[config.mk]
export PLATFORM = sky130hd
export DESIGN_NAME = alu_out_stage_flat
export DESIGN_NICKNAME = d
export VERILOG_FILES = /design/src/rtl/alu_out_stage_if.sv /design/src/rtl/alu_out_stage.sv /design/src/flat_wrapper.sv
export SDC_FILE = /design/constraint.sdc
export NUM_CORES = 1
export LEC_CHECK = 0
export CELL_PAD_IN_SITES_DETAIL_PLACEMENT = 2
export CELL_PAD_IN_SITES_GLOBAL_PLACEMENT = 2
export CORE_MARGIN = 4
export CORE_UTILIZATION = 31
export CTS_CLUSTER_DIAMETER = 40
export CTS_CLUSTER_SIZE = 25
export DETAILED_ROUTE_END_ITERATION = 6
export PLACE_DENSITY = 0.95
export SLEW_MARGIN = 15
export SYNTH_ARGS = -nofsm -noshare
export SYNTH_HDL_FRONTEND = slang
export SYNTH_SLANG_ARGS = --single-unit
[constraint.sdc]
create_clock -name clk -period 4.3 [get_ports clk]
set_clock_uncertainty 0.1 [all_clocks]
set_input_delay 0.645 -clock clk [delete_from_list [all_inputs] [get_ports clk]]
set_output_delay 0.645 -clock clk [all_outputs]
set_load 0.02 [all_outputs]
[src/rtl/alu_out_stage_if.sv]
// ALU output stage bus: ALU-side handshake in, write-back handshake out.
// Also exposes the architectural HI/LO registers.
interface alu_out_stage_if #(
  parameter int WIDTH = 32
);

  logic             in_valid;
  logic             in_ready;
  logic [WIDTH-1:0] result;
  logic [WIDTH-1:0] result_hi;
  logic             branch_taken;
  logic             lo_en;
  logic             hi_en;
  logic [1:0]       alu_lo_hi;
  logic [4:0]       dest;

  logic             out_valid;
  logic             out_ready;
  logic [WIDTH-1:0] out_data;
  logic [4:0]       out_dest;
  logic             out_branch;

  logic [WIDTH-1:0] hi_q;
  logic [WIDTH-1:0] lo_q;

  modport master (
    output in_valid,
    input  in_ready,
    output result,
    output result_hi,
    output branch_taken,
    output lo_en,
    output hi_en,
    output alu_lo_hi,
    output dest,
    input  out_valid,
    output out_ready,
    input  out_data,
    input  out_dest,
    input  out_branch,
    input  hi_q,
    input  lo_q
  );

  modport slave (
    input  in_valid,
    output in_ready,
    input  result,
    input  result_hi,
    input  branch_taken,
    input  lo_en,
    input  hi_en,
    input  alu_lo_hi,
    input  dest,
    output out_valid,
    input  out_ready,
    output out_data,
    output out_dest,
    output out_branch,
    output hi_q,
    output lo_q
  );

endinterface

[src/rtl/alu_out_stage.sv]
// ALU output stage: HI/LO registers, write-back select, and a
// two-deep (output register + skid) buffer toward the register file.
module alu_out_stage #(
  parameter int WIDTH = 32
) (
  input  logic            clk,
  input  logic            rst,
  alu_out_stage_if.slave  bus
);

  typedef enum logic [1:0] {
    EMPTY = 2'd0,
    ONE   = 2'd1,
    TWO   = 2'd2
  } state_t;

  typedef struct packed {
    logic [WIDTH-1:0] data;
    logic [4:0]       dest;
    logic             br;
  } entry_t;

  state_t           state_q;
  state_t           state_d;
  entry_t           out_q;
  entry_t           skid_q;
  entry_t           new_e;
  logic [WIDTH-1:0] hi_r;
  logic [WIDTH-1:0] lo_r;
  logic [WIDTH-1:0] sel_data;

  logic             accept;
  logic             drain;
  logic             load_out_new;
  logic             load_out_skid;
  logic             load_skid;

  // Ready never looks at out_ready; it only reflects free buffer space.
  assign bus.in_ready   = !rst && (state_q != TWO);
  assign bus.out_valid  = (state_q != EMPTY);
  assign bus.out_data   = out_q.data;
  assign bus.out_dest   = out_q.dest;
  assign bus.out_branch = out_q.br;
  assign bus.hi_q       = hi_r;
  assign bus.lo_q       = lo_r;

  assign accept = bus.in_valid && bus.in_ready;
  assign drain  = bus.out_valid && bus.out_ready;

  // Write-back select sees HI/LO before this cycle's update.
  always_comb begin
    sel_data = bus.result;
    unique case (1'b1)
      (bus.alu_lo_hi == 2'b01): sel_data = lo_r;
      (bus.alu_lo_hi == 2'b10): sel_data = hi_r;
      default:                  sel_data = bus.result;
    endcase
  end

  assign new_e = '{data: sel_data, dest: bus.dest, br: bus.branch_taken};

  // Buffer occupancy next-state and register load enables.
  always_comb begin
    state_d       = state_q;
    load_out_new  = 1'b0;
    load_out_skid = 1'b0;
    load_skid     = 1'b0;
    unique case (state_q)
      EMPTY: begin
        if (accept) begin
          state_d      = ONE;
          load_out_new = 1'b1;
        end
      end
      ONE: begin
        if (accept && !drain) begin
          state_d   = TWO;
          load_skid = 1'b1;
        end else if (accept && drain) begin
          state_d      = ONE;
          load_out_new = 1'b1;
        end else if (drain) begin
          state_d = EMPTY;
        end
      end
      TWO: begin
        if (drain) begin
          state_d       = ONE;
          load_out_skid = 1'b1;
        end
      end
      default: state_d = EMPTY;
    endcase
  end

  // State, buffered entries and HI/LO; reset drops everything in flight.
  always_ff @(posedge clk) begin
    if (rst) begin
      state_q <= EMPTY;
      out_q   <= '0;
      skid_q  <= '0;
      hi_r    <= '0;
      lo_r    <= '0;
    end else begin
      state_q <= state_d;
      if (load_out_new) begin
        out_q <= new_e;
      end else if (load_out_skid) begin
        out_q <= skid_q;
      end
      if (load_skid) begin
        skid_q <= new_e;
      end
      if (accept && bus.lo_en) begin
        lo_r <= bus.result;
      end
      if (accept && bus.hi_en) begin
        hi_r <= bus.result_hi;
      end
    end
  end

endmodule

[src/flat_wrapper.sv]
// flat-port wrapper written by rule: the top's interface ports become plain ports
module alu_out_stage_flat 
#(
  parameter int WIDTH = 32
)
  (clk, rst, bus_in_valid, bus_in_ready, bus_result, bus_result_hi, bus_branch_taken, bus_lo_en, bus_hi_en, bus_alu_lo_hi, bus_dest, bus_out_valid, bus_out_ready, bus_out_data, bus_out_dest, bus_out_branch, bus_hi_q, bus_lo_q);
  alu_out_stage_if #(.WIDTH(WIDTH)) bus_i ();
  input  logic clk;
  input  logic rst;
  input wire logic [$bits(bus_i.in_valid)-1:0] bus_in_valid;
  output wire logic [$bits(bus_i.in_ready)-1:0] bus_in_ready;
  input wire logic [$bits(bus_i.result)-1:0] bus_result;
  input wire logic [$bits(bus_i.result_hi)-1:0] bus_result_hi;
  input wire logic [$bits(bus_i.branch_taken)-1:0] bus_branch_taken;
  input wire logic [$bits(bus_i.lo_en)-1:0] bus_lo_en;
  input wire logic [$bits(bus_i.hi_en)-1:0] bus_hi_en;
  input wire logic [$bits(bus_i.alu_lo_hi)-1:0] bus_alu_lo_hi;
  input wire logic [$bits(bus_i.dest)-1:0] bus_dest;
  output wire logic [$bits(bus_i.out_valid)-1:0] bus_out_valid;
  input wire logic [$bits(bus_i.out_ready)-1:0] bus_out_ready;
  output wire logic [$bits(bus_i.out_data)-1:0] bus_out_data;
  output wire logic [$bits(bus_i.out_dest)-1:0] bus_out_dest;
  output wire logic [$bits(bus_i.out_branch)-1:0] bus_out_branch;
  output wire logic [$bits(bus_i.hi_q)-1:0] bus_hi_q;
  output wire logic [$bits(bus_i.lo_q)-1:0] bus_lo_q;
  assign bus_i.in_valid = bus_in_valid;
  assign bus_in_ready = bus_i.in_ready;
  assign bus_i.result = bus_result;
  assign bus_i.result_hi = bus_result_hi;
  assign bus_i.branch_taken = bus_branch_taken;
  assign bus_i.lo_en = bus_lo_en;
  assign bus_i.hi_en = bus_hi_en;
  assign bus_i.alu_lo_hi = bus_alu_lo_hi;
  assign bus_i.dest = bus_dest;
  assign bus_out_valid = bus_i.out_valid;
  assign bus_i.out_ready = bus_out_ready;
  assign bus_out_data = bus_i.out_data;
  assign bus_out_dest = bus_i.out_dest;
  assign bus_out_branch = bus_i.out_branch;
  assign bus_hi_q = bus_i.hi_q;
  assign bus_lo_q = bus_i.lo_q;
  alu_out_stage #(.WIDTH(WIDTH)) u_core (.clk(clk), .rst(rst), .bus(bus_i));
endmodule
==> impl_results.html, run 1 <==
<table>
<tr><th>Metric</th><th>Value</th></tr>
<tr><th colspan="2">Place</th></tr>
<tr><td>Port buffer count</td><td>181</td></tr>
<tr><td>Half-perimeter wire length after detailed placement</td><td>roughly 19000 microns</td></tr>
<tr><td>Area after DPL</td><td>between 8000 and 9000 sq um</td></tr>
<tr><td>Routability congestion estimate</td><td>a little over 0.8</td></tr>
<tr><th colspan="2">Clock network</th></tr>
<tr><td>Number of buffers between clock root and the deepest sink</td><td>2</td></tr>
<tr><td>CTS Buf Count</td><td>17</td></tr>
<tr><td>Clock insertion delay at the later pin of the skew report</td><td>0.42 ns</td></tr>
<tr><td>Clock Tree Root</td><td>clkbuf_16</td></tr>
<tr><td>Total number of clock tree sinks</td><td>between 100 and 150</td></tr>
<tr><td>Max H-tree Level</td><td>4</td></tr>
<tr><td>CTS tree</td><td>done</td></tr>
<tr><td>Postcts setup bufs</td><td>0</td></tr>
<tr><td>CTS clock-pin slew for the worst setup and hold paths</td><td>approximately 0.060 ns</td></tr>
<tr><td>Cts hold-fix bufs</td><td>0</td></tr>
<tr><td>Number of cells upsized or downsized after cts</td><td>0</td></tr>
<tr><th colspan="2">Critical path</th></tr>
<tr><td>Crit path capture type</td><td>flip-flop</td></tr>
<tr><td>Max FO, Critical Path</td><td>33</td></tr>
<tr><td>Worst Path Class, Setup</td><td>input port to flip-flop</td></tr>
<tr><td>Required time of the critical path</td><td>about 4.5 ns</td></tr>
<tr><td>Slack of the worst reg-to-reg path</td><td>between 1.5 and 2 ns</td></tr>
<tr><td>Arrival time reported for the critical path endpoint</td><td>approximately 3.1 ns</td></tr>
<tr><td>Cells on worst reg2reg path</td><td>3</td></tr>
<tr><td>Crit path launch type</td><td>input port</td></tr>
<tr><th colspan="2">Synth</th></tr>
<tr><td>Cell area after synthesis</td><td>between 6000 and 7000 sq um</td></tr>
<tr><td>Average instance area after synthesis</td><td>just under 10 sq um</td></tr>
<tr><td>Count of unique library cells instantiated by Yosys</td><td>33</td></tr>
<tr><td>Share of Yosys cell area claimed by the top area cell type</td><td>45.71%</td></tr>
<tr><td>Cell taking the most area after synthesis</td><td>dfxtp_1</td></tr>
<tr><td>Seq/Total Area, Yosys</td><td>45.71%</td></tr>
<tr><td>Net count of the mapped netlist</td><td>just over 700</td></tr>
<tr><td>Synth Warn #</td><td>0</td></tr>
<tr><td>Gate count after technology mapping</td><td>between 600 and 700</td></tr>
<tr><td>Flip-flop and latch count after synthesis</td><td>approximately 140</td></tr>
<tr><td>Synth top area cells</td><td>dfxtp_1 (46%), o31ai_1 (8.5%), nand4_1 (6.4%)</td></tr>
<tr><th colspan="2">STA</th></tr>
<tr><td>Number of slew-limit violations in the final report</td><td>0</td></tr>
<tr><td>Endpoints failing setup</td><td>0</td></tr>
<tr><td>Transition time at the pin with the least slew margin</td><td>between 1 and 1.5 ns</td></tr>
<tr><td>Maximum achievable frequency</td><td>344.7 MHz</td></tr>
<tr><td>Unrepaired setup endpoints after global routing</td><td>false</td></tr>
<tr><td>Worst hold slack across all endpoints</td><td>between 0.3 and 0.4 ns</td></tr>
<tr><td>Tcrit/Tclk final</td><td>67.48%</td></tr>
<tr><td>Minimum period implied by the final worst setup slack</td><td>2.901 ns</td></tr>
<tr><td>Slew headroom</td><td>around 24%</td></tr>
<tr><td>Setup TNS</td><td>0 ns</td></tr>
<tr><td>Final number of hold-violating endpoints</td><td>0</td></tr>
<tr><th colspan="2">Floorplanning</th></tr>
<tr><td>Width of the die</td><td>around 150 microns</td></tr>
<tr><td>Floorplan row count</td><td>slightly above 50</td></tr>
<tr><td>Core Region</td><td>roughly 20000 sq um</td></tr>
<tr><td>IO Pins</td><td>182</td></tr>
<tr><td>Height of the die</td><td>~150 microns</td></tr>
<tr><td>DIE AREA</td><td>22390 sq um</td></tr>
<tr><td>Effective utilization at floorplan</td><td>a little under a third</td></tr>
<tr><th colspan="2">Worst hold path</th></tr>
<tr><td>Worst hold path depth</td><td>1</td></tr>
<tr><td>Class of the worst hold path</td><td>flip-flop to flip-flop</td></tr>
<tr><th colspan="2">Detailed routing</th></tr>
<tr><td>Number of DRC violations after detailed routing</td><td>0</td></tr>
<tr><td>Routed vias</td><td>6345</td></tr>
<tr><td>Count of routing violations after the opening detailed-route iteration</td><td>around 370</td></tr>
<tr><td>Detailed Routing Iterations Pass 1</td><td>7</td></tr>
<tr><td>Routed wire length</td><td>between 20000 and 30000 microns</td></tr>
<tr><td>Post-detailed-route count of antenna-violating nets</td><td>0</td></tr>
<tr><td>Routed vias/inst</td><td>about 6</td></tr>
<tr><td>Wire length per cell</td><td>about 27 microns</td></tr>
<tr><th colspan="2">Pwr</th></tr>
<tr><td>Net Sw Power</td><td>a little over 1 mW</td></tr>
<tr><td>Clock group share of total power</td><td>around two fifths</td></tr>
<tr><td>Internal power consumption</td><td>2.414 mW</td></tr>
<tr><td>Maximum ir drop on the vdd rail</td><td>between 0.0002 and 0.0003 V</td></tr>
<tr><td>Combinational power share</td><td>between 10% and 20%</td></tr>
<tr><td>Standby leakage power</td><td>~3.1 nW</td></tr>
<tr><td>Areal power density over the cells</td><td>395.8 nW/um^2</td></tr>
<tr><td>Switching share of power</td><td>29.82%</td></tr>
<tr><td>Relative contribution of sequential cells to total power</td><td>41.4%</td></tr>
<tr><th colspan="2">Finish</th></tr>
<tr><td>Synthesis-to-layout area growth</td><td>39.72%</td></tr>
<tr><td>Final-stage net count</td><td>roughly 860</td></tr>
<tr><td>Layout Cell Area excl Fill</td><td>just under 9000 sq um</td></tr>
<tr><td>Filler Cell Count</td><td>roughly 2000</td></tr>
<tr><td>Fraction of layout instances using a drive strength above 1</td><td>approximately 8.6%</td></tr>
<tr><th colspan="2">Global route</th></tr>
<tr><td>Overall overflow remaining after global route</td><td>0</td></tr>
<tr><td>Vias in the first global route</td><td>approximately 6900</td></tr>
<tr><td>Total routing resource utilization after global routing</td><td>25.29%</td></tr>
<tr><td>Largest net degree at the start of global routing</td><td>72</td></tr>
<tr><td>Antenna violations before repair</td><td>3</td></tr>
<tr><td>First-pass GRT wire length</td><td>between 40000 and 50000 microns</td></tr>
<tr><th colspan="2">Flow run</th></tr>
<tr><td>Count of maximum capacitance violations</td><td>0</td></tr>
<tr><th colspan="2">Run status</th></tr>
<tr><td>Run status</td><td>finished clean</td></tr>
</table>
power groups by stage:
| stage | clock, mW | combinational [mW] | sequential, mW |
|---|---|---|---|
| 2_1_floorplan | 0 | 0.238 | 1.49 |
| 4_1_cts | 1.45 | 0.575 | 1.42 |
| 3_3_place_gp | 0 | 0.545 | 1.45 |
| 6_report | 1.44 | 0.579 | 1.42 |
| 3_5_place_dp | 0 | 0.567 | 1.45 |
| 5_1_grt | 1.53 | 0.611 | 1.43 |
cells in the final DEF (no fill, tap or decap), types with 2 or more instances in the layout:
master	count
clkinvlp_4	3
inv_1	7
dfxtp_1	142
clkinv_2	3
diode_2	3
clkinv_4	5
o22ai_1	18
nand3_1	6
o22ai_2	14
nand2b_2	2
nand2_1	2
nand4_1	64
inv_6	2
buf_4	12
o2bb2ai_1	32
ha_1	2
a221o_1	32
o31ai_1	70
o21ai_0	39
a21oi_1	78
clkbuf_16	17
nor2b_4	2
clkdlybuf4s50_1	180
mux2i_1	38
nor2b_1	2
cells in the mapped netlist (all sizes together):
cell type,number
dfxtp,142
a21oi,79
o31ai,70
nand4,64
clkbuf,55
o21ai,40
mux2i,38
a221o,32
o22ai,32
o2bb2ai,32
buf,29
inv,7
nand3,6
nor2b,4
nand2b,3
ha,2
nand2,2
a21o,1
and2,1
and4bb,1
nand3b,1
nor2,1
nor3,1
nor3b,1
or2,1
or3,1
or4bb,1
state kept, by name (all words and copies together) (netlist names):
register and cells:
u_core.bus.out_data 32, u_core.bus.out_dest 5, u_core.skid_q 38, u_core.bus.out_branch 1
u_core.bus.lo_q 32, u_core.bus.hi_q 32, u_core.state_q 2
worst paths after layout:
check                                 start                              endpoint
min reg2reg  u_core.skid_q[26]$_SDFFE_PP0P_        u_core.skid_q[26]$_SDFFE_PP0P_
max                        bus_alu_lo_hi[0]  u_core.bus.out_data[27]$_SDFFE_PP0P_
min          u_core.skid_q[26]$_SDFFE_PP0P_        u_core.skid_q[26]$_SDFFE_PP0P_
max reg2reg  u_core.state_q[1]$_SDFFE_PP0P_   u_core.bus.out_data[0]$_SDFFE_PP0P_
area by class of cell:
| type | count | area (sq um) | share of cell area (%) |
|---|---|---|---|
| Timing Repair Buffer | 193 | 1897 | 21.83 |
| Tap cell | 265 | 331.6 | 3.816 |
| Sequential cell | 142 | 2843 | 32.72 |
| Clock inverter | 15 | 140.1 | 1.613 |
| Clock buffer | 17 | 425.4 | 4.896 |
| Inverter | 7 | 26.28 | 0.3024 |
| Antenna cell | 3 | 7.507 | 0.08641 |
| Multi-Input combinational cell | 414 | 3018 | 34.73 |
per-stage QoR:
step           cells  power (mW)  util [%]  setup slack (ns)
3_5_place_dp    1021       2.017     41.43            0.9898
6_report        1056       3.439     44.35             1.399
5_1_grt         1056       3.566     44.35             1.229
3_3_place_gp    1021       1.992     41.43             1.164
2_1_floorplan    647       1.727         -             2.207
4_1_cts         1053       3.445     44.31             1.419
worst max-delay path: stages:
cell,delay (ns)
clkdlybuf4s50_1,0.48
inv_1,0.05
ha_1,0.27
buf_4,0.35
inv_1,0.52
o21ai_0,0.58
o22ai_1,0.13
cells by family (layout without fill, tap and decap cells):
| kind of cell | Yosys count | count (layout) | share of synthesized area (%) |
|---|---|---|---|
| and+or+nand+nor | 88 | 88 | 8.893 |
| muxes | 38 | 38 | 6.117 |
| adders and majority gates | 2 | 2 | 0.4024 |
| other | 0 | 3 | 0 |
| AOI/OAI and AO/OA | 286 | 286 | 32.43 |
| buffers and inverters | 91 | 232 | 6.439 |
| DFF | 142 | 142 | 45.71 |
per-layer routing:
layer | vias to the layer above | wire length, microns | GRT usage [%]
li1 | 2822 | - | -
met1 | 3230 | 12980 | 34.53
met2 | 249 | 13380 | 38.80
met3 | 44 | 1564 | 5.391
met4 | 0 | 742 | 10.53
met5 | - | 0 | 0
Power figures use the tool's default switching activity.
==> run 2: changes to the inputs <==
--- a/config.mk
+++ b/config.mk
@@ -8,11 +8,11 @@
 export CELL_PAD_IN_SITES_DETAIL_PLACEMENT = 2
 export CELL_PAD_IN_SITES_GLOBAL_PLACEMENT = 2
 export CORE_MARGIN = 4
-export CORE_UTILIZATION = 31
+export CORE_UTILIZATION = 28
 export CTS_CLUSTER_DIAMETER = 40
 export CTS_CLUSTER_SIZE = 25
 export DETAILED_ROUTE_END_ITERATION = 6
-export PLACE_DENSITY = 0.95
+export PLACE_DENSITY = 0.91
 export SLEW_MARGIN = 15
 export SYNTH_ARGS = -nofsm -noshare
 export SYNTH_HDL_FRONTEND = slang
==> constraint.sdc (replaced) <==
create_clock -name clk -period 2.8 [get_ports clk]
set_clock_uncertainty 0.1 [all_clocks]
set_input_delay 0.42 -clock clk [delete_from_list [all_inputs] [get_ports clk]]
set_output_delay 0.42 -clock clk [all_outputs]
set_load 0.02 [all_outputs]
==> run 2 against run 1 <==
Compared with the run above:
- wire length is 1.1% lower
- global-route usage is 2.6 points lower
- sequential cell count stayed put
- combinational power is 55% higher
- critical path depth is 4 lower
- first-iteration DRC count is 15% higher
==> impl_results.html, run 2 (synthesized netlist as in run 1, its figures left out) <==
<table>
<tr><th>Metric</th><th>Value</th></tr>
<tr><th colspan="2">Detailed routing</th></tr>
<tr><td>Count of routing violations after the opening detailed-route iteration</td><td>425 (+15%)</td></tr>
<tr><td>Wire length per cell</td><td>26.30 microns (-3.1%)</td></tr>
<tr><td>Routed vias/inst</td><td>5.920 (-1.5%)</td></tr>
<tr><td>Number of DRC violations after detailed routing</td><td>0 (unchanged)</td></tr>
<tr><td>Post-detailed-route count of antenna-violating nets</td><td>0 (unchanged)</td></tr>
<tr><td>Routed vias</td><td>6382 (+0.58%)</td></tr>
<tr><td>Routed wire length</td><td>28360 microns (-1.1%)</td></tr>
<tr><td>Detailed Routing Iterations Pass 1</td><td>5 (-2)</td></tr>
<tr><th colspan="2">Critical path</th></tr>
<tr><td>Worst Path Class, Setup</td><td>flip-flop to output pin</td></tr>
<tr><td>Worst-path cell with the longest stage delay</td><td>clkdlybuf4s50_1</td></tr>
<tr><td>Arrival time reported for the critical path endpoint</td><td>2.07 ns (-0.99 ns)</td></tr>
<tr><td>Crit path launch type</td><td>flip-flop</td></tr>
<tr><td>Critical register-to-register path endpoint</td><td>u_core.bus.out_data[27]$_SDFFE_PP0P_</td></tr>
<tr><td>Cell Chain, Critical Path</td><td>nor2b_4 &gt; nor2_1 &gt; clkdlybuf4s50_1</td></tr>
<tr><td>Slack of the worst reg-to-reg path</td><td>0.72 ns (-1.15 ns)</td></tr>
<tr><td>Largest stage delay on the critical path</td><td>0.69 ns (+0.11 ns)</td></tr>
<tr><td>Cells on worst reg2reg path</td><td>5 (+2)</td></tr>
<tr><td>Reg-to-Reg Start</td><td>u_core.state_q[1]$_SDFFE_PP0P_</td></tr>
<tr><td>Combined buffer and inverter count along the critical path</td><td>1 (-3)</td></tr>
<tr><td>Required time of the critical path</td><td>2.28 ns (-2.18 ns)</td></tr>
<tr><td>Max FO, Critical Path</td><td>10 (-70%)</td></tr>
<tr><td>Crit path capture type</td><td>output pin</td></tr>
<tr><td>Worst path top cell family by delay</td><td>buffers and inverters</td></tr>
<tr><th colspan="2">Global route</th></tr>
<tr><td>Antenna violations before repair</td><td>0 (-3)</td></tr>
<tr><td>Overall overflow remaining after global route</td><td>0 (unchanged)</td></tr>
<tr><td>Largest net degree at the start of global routing</td><td>69 (-4.2%)</td></tr>
<tr><td>Total routing resource utilization after global routing</td><td>22.65% (-2.6 points)</td></tr>
<tr><td>Vias in the first global route</td><td>6736 (-2.7%)</td></tr>
<tr><td>First-pass GRT wire length</td><td>43020 microns (-0.91%)</td></tr>
<tr><th colspan="2">Place</th></tr>
<tr><td>Routability congestion estimate</td><td>0.8044 (-0.40%)</td></tr>
<tr><td>Worst slack, placed</td><td>0.2628 ns (-0.7270 ns)</td></tr>
<tr><td>Half-perimeter wire length after detailed placement</td><td>18740 microns (-2.5%)</td></tr>
<tr><td>Port buffer count</td><td>181 (unchanged)</td></tr>
<tr><th colspan="2">STA</th></tr>
<tr><td>Tcrit/Tclk final</td><td>~90%</td></tr>
<tr><td>Slew headroom</td><td>24.79% (+0.67 points)</td></tr>
<tr><td>Maximum achievable frequency</td><td>approximately 390 MHz</td></tr>
<tr><td>Worst hold slack across all endpoints</td><td>0.2489 ns (-0.1146 ns)</td></tr>
<tr><td>Setup TNS</td><td>0 ns (unchanged)</td></tr>
<tr><td>Unrepaired setup endpoints after global routing</td><td>false</td></tr>
<tr><td>Crit path setup slack, layout</td><td>0.2109 ns (-1.188 ns)</td></tr>
<tr><td>Final number of hold-violating endpoints</td><td>0 (unchanged)</td></tr>
<tr><td>Minimum period implied by the final worst setup slack</td><td>roughly 2.6 ns</td></tr>
<tr><td>Number of slew-limit violations in the final report</td><td>0 (unchanged)</td></tr>
<tr><td>Transition time at the pin with the least slew margin</td><td>1.127 ns (-0.01003 ns)</td></tr>
<tr><td>Endpoints failing setup</td><td>0 (unchanged)</td></tr>
<tr><th colspan="2">Clock network</th></tr>
<tr><td>Postcts setup bufs</td><td>0 (unchanged)</td></tr>
<tr><td>Total number of clock tree sinks</td><td>142 (unchanged)</td></tr>
<tr><td>Clock insertion delay at the later pin of the skew report</td><td>0.44 ns (+0.02 ns)</td></tr>
<tr><td>Max H-tree Level</td><td>4 (unchanged)</td></tr>
<tr><td>CTS Buf Count</td><td>17 (unchanged)</td></tr>
<tr><td>Number of buffers between clock root and the deepest sink</td><td>2 (unchanged)</td></tr>
<tr><td>CTS tree</td><td>done</td></tr>
<tr><td>Cts hold-fix bufs</td><td>0 (unchanged)</td></tr>
<tr><td>CTS clock-pin slew for the worst setup and hold paths</td><td>0.06 ns (about the same)</td></tr>
<tr><td>Number of cells upsized or downsized after cts</td><td>0 (unchanged)</td></tr>
<tr><td>Clock Tree Root</td><td>clkbuf_16</td></tr>
<tr><th colspan="2">Worst hold path</th></tr>
<tr><td>Class of the worst hold path</td><td>input port to flip-flop</td></tr>
<tr><td>Hold-critical path endpoint</td><td>u_core.skid_q[4]$_SDFFE_PP0P_</td></tr>
<tr><td>Worst hold path depth</td><td>2 (+1)</td></tr>
<tr><td>Start point of the worst hold path</td><td>rst</td></tr>
<tr><th colspan="2">Floorplanning</th></tr>
<tr><td>Core Region</td><td>21820 sq um (+11%)</td></tr>
<tr><td>Floorplan row count</td><td>54 (+5.9%)</td></tr>
<tr><td>Effective utilization at floorplan</td><td>28.49% (-3.2 points)</td></tr>
<tr><td>Height of the die</td><td>157.0 microns (+4.9%)</td></tr>
<tr><td>IO Pins</td><td>182 (unchanged)</td></tr>
<tr><td>DIE AREA</td><td>24660 sq um (+10%)</td></tr>
<tr><td>Width of the die</td><td>157.0 microns (+4.9%)</td></tr>
<tr><th colspan="2">Finish</th></tr>
<tr><td>Largest register FFs</td><td>38 (unchanged)</td></tr>
<tr><td>Register with the highest flop count</td><td>u_core.skid_q</td></tr>
<tr><td>Most common cell after layout, fill and taps aside</td><td>clkdlybuf4s50_1</td></tr>
<tr><td>Synthesis-to-layout area growth</td><td>42.60%</td></tr>
<tr><td>Filler Cell Count</td><td>2309 (+13%)</td></tr>
<tr><td>Top library cells by usage in the layout, fill and taps aside</td><td>clkdlybuf4s50_1 (180), dfxtp_1 (142), a21oi_1 (78), o31ai_1 (70), nand4_1 (64)</td></tr>
<tr><td>Number of antenna cells inserted</td><td>0 (-3)</td></tr>
<tr><td>Final-stage net count</td><td>865 (+1.2%)</td></tr>
<tr><td>Fraction of layout instances using a drive strength above 1</td><td>9.649% (+1.0 points)</td></tr>
<tr><th colspan="2">Pwr</th></tr>
<tr><td>Maximum ir drop on the vdd rail</td><td>0.0004529 V (+73%)</td></tr>
<tr><td>Combinational power share</td><td>16.4% (-0.4 points)</td></tr>
<tr><td>Overall power</td><td>5.466 mW (+59%)</td></tr>
<tr><td>Relative contribution of sequential cells to total power</td><td>40.0% (-1.4 points)</td></tr>
<tr><td>Switching share of power</td><td>28.30% (-1.5 points)</td></tr>
<tr><td>Areal power density over the cells</td><td>616.4 nW/um^2 (+56%)</td></tr>
<tr><td>Net Sw Power</td><td>1.547 mW (+51%)</td></tr>
<tr><td>Standby leakage power</td><td>3.183 nW (+2.7%)</td></tr>
<tr><td>Internal power consumption</td><td>3.919 mW (+62%)</td></tr>
<tr><td>Clock group share of total power</td><td>43.5% (+1.7 points)</td></tr>
<tr><th colspan="2">Flow run</th></tr>
<tr><td>Count of maximum capacitance violations</td><td>0 (unchanged)</td></tr>
<tr><th colspan="2">Run status</th></tr>
<tr><td>Run status</td><td>finished clean</td></tr>
</table>
==> run 2: changes by cell type in the layout (fill, tap and decap cells not counted), sizes merged <==
| cell | delta |
|---|---|
| inv | -2 |
| diode | -3 |
| bufinv | +2 |
| clkinv | -3 |
| clkinvlp | +1 |
| clkbuf | +2 |
| buf | +10 |
==> run 2: per-stage QoR <==
stage	std cells	util, %	cell area (sq um)
finish	1078	40.63	8867
global route	1078	40.63	8867
CTS	1078	40.63	8867
detailed placement	1046	37.85	8259
global placement	1046	37.85	8259
floorplan	647	-	6218
==> run 2: worst max-delay path by stage <==
stage,startpoint,cells after the start,end,slack (ns)
after CTS,u_core.state_q[0]$_SDFFE_PP0P_,3,bus_in_ready,0.18
after global routing,u_core.state_q[0]$_SDFFE_PP0P_,3,bus_in_ready,0.17
after floorplan,bus_alu_lo_hi[0],7,u_core.bus.out_data[2]$_SDFFE_PP0P_,1.06
after detailed placement,bus_in_valid,5,u_core.bus.out_data[27]$_SDFFE_PP0P_,0.26
after global placement,bus_in_valid,5,u_core.bus.out_data[26]$_SDFFE_PP0P_,0.39
final,u_core.state_q[0]$_SDFFE_PP0P_,3,bus_in_ready,0.21
==> run 2: layout make-up <==
type / count / area [sq um] / area share, %
clock buffers: 19 / 442.9 / 4.995
clock inverters: 13 / 165.2 / 1.863
inverters: 7 / 26.28 / 0.2963
multi-input cells: 414 / 3018 / 34.03
flip-flops and latches: 142 / 2843 / 32.06
well taps: 280 / 350.3 / 3.951
repair buffers: 203 / 2022 / 22.80
==> run 2: routing by layer <==
metal	routed length (microns)	global-route usage [%]	part of all wire (%)	vias up
met5	0	0	0	-
met2	13270	35.73	47	214
met3	1524	5.334	5.4	39
met4	695	7.743	2.5	0
met1	12860	30.54	45	3286
li1	-	-	-	2843
==> run 2: power groups by stage <==
stage | combinational [mW] | clock (mW) | sequential [mW]
final | 0.899 | 2.38 | 2.19
after global routing | 0.951 | 2.51 | 2.20
after CTS | 0.895 | 2.43 | 2.19
after detailed placement | 0.879 | 0 | 2.23
after global placement | 0.851 | 0 | 2.23
after floorplan | 0.366 | 0 | 2.29
